===== src/rtl/bsg_halfpod_seq_pkg.sv =====
// Shared state encoding and constants for the halfpod link bring-up sequencer.
package bsg_halfpod_seq_pkg;

    localparam int unsigned bsg_halfpod_seq_phases_gp = 5;

    // DONE sits one past the last timed phase so the encoding tracks the phase count.
    typedef enum logic [2:0] {
        IDLE       = 3'd0,
        ASSERT     = 3'd1,
        UPLINK     = 3'd2,
        DOWNLINK   = 3'd3,
        TOKEN      = 3'd4,
        DOWNSTREAM = 3'd5,
        DONE       = 3'(bsg_halfpod_seq_phases_gp + 1)
    } bsg_halfpod_seq_state_e;

endpackage


===== src/rtl/bsg_halfpod_seq_hold_ctr.sv =====
// Clearable phase-hold up-counter with a terminal compare against the latched hold value.
module bsg_halfpod_seq_hold_ctr #(
    parameter int hold_width_p = 8
) (
    input  logic                    clk_i,
    input  logic                    async_reset_n_i,
    input  logic                    clear_i,
    input  logic [hold_width_p-1:0] hold_i,
    output logic                    term_o
);

    logic [hold_width_p-1:0] count_r;

    assign term_o = (count_r == hold_i);

    // Stops at the terminal value, so a maximal hold can never wrap back to zero.
    always_ff @(posedge clk_i or negedge async_reset_n_i) begin
        if (!async_reset_n_i) begin
            count_r <= '0;
        end else if (clear_i) begin
            count_r <= '0;
        end else if (!term_o) begin
            count_r <= count_r + {{(hold_width_p-1){1'b0}}, 1'b1};
        end
    end

endmodule


===== src/rtl/bsg_halfpod_link_bringup_seq.sv =====
// Ordered SDR link / core reset-release sequencer for a halfpod.
// Optional BSG_HALFPOD_SEQ_ABORT_EN adds an abort_i port that returns the block to IDLE.
module bsg_halfpod_link_bringup_seq
    import bsg_halfpod_seq_pkg::*;
#(
    parameter int num_chan_p   = 3,
    parameter int hold_width_p = 8
) (
    input  logic                    clk_i,
    input  logic                    async_reset_n_i,
    input  logic                    start_i,
`ifdef BSG_HALFPOD_SEQ_ABORT_EN
    input  logic                    abort_i,
`endif
    input  logic [num_chan_p-1:0]   en_mask_i,
    input  logic [hold_width_p-1:0] hold_cycles_i,
    output logic [num_chan_p-1:0]   token_reset_o,
    output logic [num_chan_p-1:0]   uplink_reset_o,
    output logic [num_chan_p-1:0]   downlink_reset_o,
    output logic [num_chan_p-1:0]   downstream_reset_o,
    output logic [num_chan_p-1:0]   link_disable_o,
    output logic                    core_reset_o,
    output logic                    busy_o,
    output logic                    done_o
);

    bsg_halfpod_seq_state_e  state_r;
    logic [num_chan_p-1:0]   mask_r;
    logic [hold_width_p-1:0] hold_r;
    logic                    abort_w;
    logic                    ctr_clear;
    logic                    ctr_term;

`ifdef BSG_HALFPOD_SEQ_ABORT_EN
    assign abort_w = abort_i;
`else
    assign abort_w = 1'b0;
`endif

    // The counter idles at zero outside a sequence and restarts on every phase change.
    assign ctr_clear = !busy_o || ctr_term || abort_w;

    bsg_halfpod_seq_hold_ctr #(
        .hold_width_p (hold_width_p)
    ) hold_ctr (
        .clk_i           (clk_i),
        .async_reset_n_i (async_reset_n_i),
        .clear_i         (ctr_clear),
        .hold_i          (hold_r),
        .term_o          (ctr_term)
    );

    always_ff @(posedge clk_i or negedge async_reset_n_i) begin
        if (!async_reset_n_i) begin
            state_r            <= IDLE;
            mask_r             <= '0;
            hold_r             <= '0;
            token_reset_o      <= '1;
            uplink_reset_o     <= '1;
            downlink_reset_o   <= '1;
            downstream_reset_o <= '1;
            link_disable_o     <= '1;
            core_reset_o       <= 1'b1;
            busy_o             <= 1'b0;
            done_o             <= 1'b0;
        end else if (abort_w) begin
            state_r            <= IDLE;
            token_reset_o      <= '1;
            uplink_reset_o     <= '1;
            downlink_reset_o   <= '1;
            downstream_reset_o <= '1;
            link_disable_o     <= '1;
            core_reset_o       <= 1'b1;
            busy_o             <= 1'b0;
            done_o             <= 1'b0;
        end else begin
            case (state_r)
                IDLE, DONE: begin
                    if (start_i) begin
                        state_r            <= ASSERT;
                        mask_r             <= en_mask_i;
                        hold_r             <= hold_cycles_i;
                        token_reset_o      <= '1;
                        uplink_reset_o     <= '1;
                        downlink_reset_o   <= '1;
                        downstream_reset_o <= '1;
                        link_disable_o     <= ~en_mask_i;
                        core_reset_o       <= 1'b1;
                        busy_o             <= 1'b1;
                        done_o             <= 1'b0;
                    end
                end
                ASSERT: begin
                    if (ctr_term) begin
                        state_r        <= UPLINK;
                        uplink_reset_o <= uplink_reset_o & ~mask_r;
                    end
                end
                UPLINK: begin
                    if (ctr_term) begin
                        state_r          <= DOWNLINK;
                        downlink_reset_o <= downlink_reset_o & ~mask_r;
                    end
                end
                DOWNLINK: begin
                    if (ctr_term) begin
                        state_r       <= TOKEN;
                        token_reset_o <= token_reset_o & ~mask_r;
                    end
                end
                TOKEN: begin
                    if (ctr_term) begin
                        state_r            <= DOWNSTREAM;
                        downstream_reset_o <= downstream_reset_o & ~mask_r;
                    end
                end
                DOWNSTREAM: begin
                    if (ctr_term) begin
                        state_r      <= DONE;
                        core_reset_o <= 1'b0;
                        busy_o       <= 1'b0;
                        done_o       <= 1'b1;
                    end
                end
                default: begin
                    state_r <= IDLE;
                    busy_o  <= 1'b0;
                    done_o  <= 1'b0;
                end
            endcase
        end
    end

endmodule


===== config.mk =====
export PLATFORM = sky130hd
export DESIGN_NAME = bsg_halfpod_link_bringup_seq
export DESIGN_NICKNAME = d
export VERILOG_FILES = /design/src/rtl/bsg_halfpod_seq_pkg.sv /design/src/rtl/bsg_halfpod_seq_hold_ctr.sv /design/src/rtl/bsg_halfpod_link_bringup_seq.sv
export SDC_FILE = /design/constraint.sdc
export NUM_CORES = 1
export LEC_CHECK = 0
export ABC_AREA = 1
export ABC_CLOCK_PERIOD_IN_PS = 1400
export CAP_MARGIN = 15
export CORE_MARGIN = 5
export CORE_UTILIZATION = 52
export DETAILED_ROUTE_END_ITERATION = 8
export PLACE_DENSITY = 0.84
export SLEW_MARGIN = 20
export SYNTH_ARGS = -nofsm -noshare
export SYNTH_HDL_FRONTEND = slang
export SYNTH_SLANG_ARGS = --single-unit

===== constraint.sdc =====
create_clock -name clk_i -period 1.4 [get_ports clk_i]
set_input_delay 0.14 -clock clk_i [delete_from_list [all_inputs] [get_ports clk_i]]
set_output_delay 0.14 -clock clk_i [all_outputs]
set_load 0.02 [all_outputs]

==> results of run 1 <==
final cells by class:
class,count,area (sq um),area share [%]
tap,48,60.1,2.30
sequential,40,1020,39.1
inverter,22,82.6,3.16
multi-input combinational,158,908,34.7
clock buffer,8,90.1,3.44
timing repair buffer,51,450,17.2
routing by layer:
layer | track usage, % | vias to the layer above
met5 | 0 | -
met4 | 5.96 | 0
met3 | 5.04 | 7
met2 | 29.6 | 46
met1 | 22.3 | 791
li1 | - | 812
layout by cell type (no fill, tap or decap), types with 2 or more instances in the layout:
cell and instances:
dlygate4sd2_1 17, buf_4 16, o21ai_2 4, nand3_2 2, nor3b_2 2, nand2_1 68
o21ai_1 10, a21oi_1 11, clkbuf_8 6, inv_1 19, dfrtp_1 22, nand2_4 4
nand3_4 2, buf_6 3, clkdlybuf4s50_1 12, dfrtp_2 2, nor2_4 8, o21ai_0 4
nand3_1 5, nand2_2 8, nor3_1 2, o21a_1 3, clkbuf_1 2, inv_2 3
nand4_1 4, nor2_1 12, dfstp_2 16, xnor2_1 5
what timing repair did:
item / CTS / global route
pin swaps: 2 / 7
buffers inserted: 0 / 1
endpoints found under the setup margin: 41 / 24
resized for setup: 26 / 30
hold endpoints to repair: 24 / 0
hold buffers: 1 / 0
flip-flops by register name (all words and copies together), names as in the netlist:
register	count
busy_o	1
core_reset_o	1
done_o	1
downlink_reset_o	3
downstream_reset_o	3
hold_ctr.count_r	8
hold_r	8
link_disable_o	3
mask_r	3
state_r	3
token_reset_o	3
uplink_reset_o	3
tightest hold or removal path, cell delays in order:
cell and delay [ps]:
clkdlybuf4s50_1 390, nand2_1 60, nand2_1 50
worst paths after layout:
path,slack (ps),cells after the start,to
setup / recovery,-50,7,state_r[1]
hold / removal,390,3,hold_r[5]
setup reg to reg,-50,7,state_r[1]
hold reg to reg,470,2,uplink_reset_o[0]
max in group asynchronous,590,3,downstream_reset_o[0]
min in group asynchronous,440,3,hold_r[7]
kinds of logic after synthesis:
logic type               count (synthesis)  synth area share [%]
AND/OR/NAND/NOR                        118                  28.7
flip-flops                              40                  53.6
AO/OA/AOI/OAI                           33                  9.26
buffers and inverters                   24                  4.99
XOR/XNOR                                 6                  2.76
adder cells (fa/ha/maj)                  1                 0.657
power by group:
group,internal [mW],switching (mW)
clock network,0.402,0.377
logic,1.16,1.79
registers,1.74,0.330
total,3.31,2.49
stage by stage:
stage | util [%] | setup slack [ps] | cell area [sq um]
after floorplan | - | 106 | 1900
after global placement | 66.3 | -8.46 | 2390
after detailed placement | 66.3 | -30.3 | 2390
after CTS | 69.4 | 1.21 | 2500
after global routing | 72.5 | -132 | 2620
final | 72.5 | -54.0 | 2620
==> results.cfg, run 1 <==
[outcome]
status = finished, violations left
violations = negative setup slack

[pwr]
ir_drop_mv = 1.15
power_leakage_nw = 1.22
pwr_density_cell_mw_per_mm2 = 2220
p_total_mw = 5.80

[routing]
top_layer = met4
via_per_inst = 5.06
met3_wirelength_microns = 227
route.detailed.drc = 0
drtIter0Drc = 119
wl_met1_mm = 1.88
postRouteAntennaNets = 0
drtPass1Iterations = 4
wl_met2_mm = 2.22
avgRoutedWirePerCell_microns = 13.5
vias = 1656
routed_wl_mm = 4.40

[cts]
htree_levels = 2
cts_tree = built
clk_latency_ps = 290
clockRootBuffer = clkbuf_8
cts.sinks = 40
cts_buffers = 5
clkTransAtPathRegs_ps = 70
clock_tree.buffer_depth = 2

[min_path]
worstHoldStart = hold_cycles_i[5]
hp-class = in -> reg

[critical_path]
cp-end-kind = flop
critPathLaunchType = flop
max_stage_delay_ps = 450
cp.required_ps = 1580
cp_slowest_cell = dfrtp_2
critPathBufInv = 2
path_delay_family = flip-flops
arrival_ps = 1630
worstPathMaxFanout = 6
cp-startpoint = state_r[0]
cp_cell_sequence = inv_1, nand2_2, o21ai_1, o21ai_4, buf_4, nand4_1, nand2_1
critPathKind = reg -> reg
worstReg2RegStart = state_r[0]

[placed_design]
place_inst = 317
gp_congestion = 0.819
io_buffers = 31
dp_hpwl_mm = 2.96

[synth]
synth_area_leaders = dfrtp_1, dfstp_2, nand2_1, inv_1, nor2_1
ys_seq_area_share_pct = 53.6
synthTopCellsByCount = nand2_1, dfrtp_1, inv_1, dfstp_2, nor2_1
synth_ff_type = dfrtp_1
yosys.area.top_type = dfrtp_1
synth.most_common_cell = nand2_1
synth_edf_count = 0
synthArstFlopShare_pct = 100
synth_fp_nets = 237
netlist_instances = 222
netlist_area_sq_mm = 0.00190
synth.distinct_cells = 26
syn_avg_cell_area_sq_um = 8.58
ys_ff_latch = 40
synth_top_area_share_pct = 31.5
ys_warn_count = 0

[timing]
setup_viol = 14
setup_slack_ps = -54.0
fin_crit_ps = 1450
relSlewSlack_pct = 67.6
slew_viol_final = 0
hold_viol = 0
skew_ps = 4.56
setup_tns_ps = -326
worst_slew_pin_slew_ps = 486
whs_ps = 394
grt_setup_unrepaired = yes
fmax_mhz = 688
period_share_pct = 104

[final_layout]
drive_above_1_share_pct = 28.7
area_growth_pct = 37.3
nets = 293
fillCellCount = 253
diodes = 0
final_cell_count_no_fill = 327

[global_routing]
grt_pass1_vias = 1549
grtUsageTotal_pct = 17.8
gr-total-overflow = 0
antenna_found_initial = 0
grt_max_degree = 41
grt_pass1_wl_mm = 7.00

[die]
core_area_sq_mm = 0.00361
die_x_microns = 70.5
dieHeight_microns = 70.5
io_pins = 32
dieArea_sq_mm = 0.00497
rows = 22
start_util_pct = 52.8

[job]
cap_violations = 0
No activity file was read; power rests on OpenSTA's default activity.
==> run 2, diff against run 1 <==
- ABC_AREA: 1 -> not set
- CORE_UTILIZATION: 52 -> 54
- CTS_BUF_LIST: not set -> sky130_fd_sc_hd__clkbuf_8
- PLACE_DENSITY: 0.84 -> 0.87
==> run 2 against run 1 <==
Against the previous run: the run still ends with negative setup slack left; clock skew is 0.94 ps higher; synthesized cell count is 19% lower; combinational power is 15% lower; flip-flop and latch count stayed put; highest routed layer unchanged; cell area is 5.8% lower; die area is 6.8% lower; critical path depth is 2 lower; power is 4.7% lower; fmax is 9.7% lower; global-route usage is 3.2 points higher; sequential share of layout area is 2.3 points higher.
==> results.cfg, run 2 <==
[cts]
htree_levels = 2
clockRootBuffer = clkbuf_8
clkTransAtPathRegs_ps = 80
clk_latency_ps = 300
cts.sinks = 40
cts_tree = built
cts_buffers = 5
clock_tree.buffer_depth = 2

[global_routing]
gr-total-overflow = 0
use_met1_pct = 24.4
met3_usage_pct = 5.58
use_met2_pct = 36.2
grt_pass1_wl_mm = 7.02
grt_pass1_vias = 1520
grt_max_degree = 41
grtUsageTotal_pct = 21.0
antenna_found_initial = 0
grt_busiest_layer = met2

[final_layout]
layout_commonest_cell = nand2_1
multi_input_area_sq_um = 833
final_util_pct = 74.4
area_growth_pct = 35.3
seq_area_sq_mm = 0.00102
final_cell_count_no_fill = 276
diodes = 0
nets = 244
drive_above_1_share_pct = 25.2
final_cell_mix = nand2_1, dfrtp_1, dlygate4sd2_1, buf_4
largest_registers = hold_ctr.count_r: 8 flops, hold_r: 8 flops
fillCellCount = 240

[timing]
hold_viol = 0
setup_tns_ps = -3830
skew_ps = 5.50
period_share_pct = 115
fin_crit_ps = 1610
relSlewSlack_pct = 68.0
slew_viol_final = 0
fmax_mhz = 621
worst_slew_pin_slew_ps = 480
setup_viol = 26
setup_slack_ps = -210
grt_setup_unrepaired = yes

[critical_path]
cp-end-kind = flop
cp-startpoint = hold_r[5]
cp_cell_sequence = xor2_2, nor4_4, buf_6, a31oi_4, a211oi_2
max_stage_delay_ps = 420
cp_slowest_cell = dfrtp_1
worstReg2RegStart = hold_r[5]
cp.required_ps = 1620
path_delay_family = flip-flops
critPathBufInv = 1
arrival_ps = 1830
worstPathMaxFanout = 6
critPathLaunchType = flop
critPathKind = reg -> reg

[job]
cap_violations = 0

[synth]
synth_top_area_share_pct = 33.0
synth_edf_count = 0
netlist_area_sq_mm = 0.00182
syn_avg_cell_area_sq_um = 10.2
ys_ff_latch = 40
yosys.area.top_type = dfrtp_1
synth.most_common_cell = nand2_1
synth_ff_type = dfrtp_1
ys_warn_count = 0
synthArstFlopShare_pct = 100
ys_seq_area_share_pct = 56.1
synth.distinct_cells = 31
synth_area_leaders = dfrtp_1, dfstp_2, nand2_1, xor2_1, nor2_1
synth_fp_nets = 194
synthTopCellsByCount = nand2_1, dfrtp_1, dfstp_2, nor2_1, xor2_1
netlist_instances = 179

[min_path]
worstHoldStart = hold_cycles_i[6]
hp-class = in -> reg

[routing]
route.detailed.drc = 0
routed_wl_mm = 4.55
drtPass1Iterations = 4
via_per_inst = 5.65
drtIter0Drc = 169
vias = 1560
postRouteAntennaNets = 0
avgRoutedWirePerCell_microns = 16.5

[placed_design]
gp_congestion = 0.855
io_buffers = 31
place_inst = 265
dp_hpwl_mm = 2.99

[pwr]
pwr_density_cell_mw_per_mm2 = 2240
p_total_mw = 5.52
power_leakage_nw = 1.10
ir_drop_mv = 1.36

[die]
die_x_microns = 68.1
core_area_sq_mm = 0.00331
dieHeight_microns = 68.1
io_pins = 32
rows = 21
dieArea_sq_mm = 0.00463
start_util_pct = 55.0

[outcome]
status = finished, violations left
violations = negative setup slack
==> run 2: cell types whose count changed after synthesis, moves of 4 or more <==
cell / change
inv_1: -20
nand2_2: -5
xor2_1: +8
nand2b_1: +4
clkbuf_1: +6
o21ai_1: -10
a31oi_1: +4
and3_1: +8
a21oi_1: -11
nand2_1: -34
a41oi_1: +6
==> run 2: worst register-to-register path, cell delays in order (launching register included) <==
cell      delay (ps)
dfrtp_1          420
xor2_2           210
nor4_4           400
buf_6            190
a31oi_4           90
a211oi_2         220
==> run 2: layout make-up <==
class,count,share of cell area [%]
tap,46,2.34
multi-input combinational,131,33.8
sequential,40,41.4
clock inverter,2,0.559
clock buffer,6,3.35
timing repair buffer,51,18.5
==> run 2: power by group <==
group	leakage, nW	internal, mW	switching, mW
clock	0.0516	0.403	0.422
combinational	0.583	1.18	1.33
sequential	0.462	1.79	0.401
total	1.10	3.37	2.15
==> run 2: layer usage <==
layer	share of wire, %	vias to the layer above
met5	0	-
met4	2.2	0
met3	6.2	11
met2	52	60
met1	40	775
li1	-	714
==> run 2: final timing paths <==
path                       slack (ps)                 to  cells past startpoint
setup / recovery                 -210         state_r[1]                      5
hold / removal                    360          hold_r[6]                      3
setup reg to reg                 -210         state_r[1]                      5
hold reg to reg                   490  link_disable_o[0]                      2
max in group asynchronous         630  uplink_reset_o[1]                      3
min in group asynchronous         420          hold_r[7]                      3
==> run 2: repair_timing <==
action | CTS | global route
setup buffers | 1 | 1
endpoints found under the hold margin | 24 | 0
pin swaps | 2 | 11
hold buffers | 1 | 0
setup endpoints to repair | 43 | 38
gates resized for setup | 18 | 11
==> run 2: kinds of logic after synthesis <==
logic type	synth area share, %
buffers and inverters	2.34
AO/OA/AOI/OAI	10.9
AND/OR/NAND/NOR	23.3
adder cells (fa/ha/maj)	0.687
flip-flops	56.1
XOR/XNOR	6.74
==> run 2: through the flow <==
stage	instance area (sq um)	setup slack (ps)	hold slack [ps]
after global routing	2460	-275	361
after global placement	2310	-82.8	220
final	2460	-210	362
after floorplan	1850	-133	-156
after CTS	2400	-180	359
after detailed placement	2310	-164	221
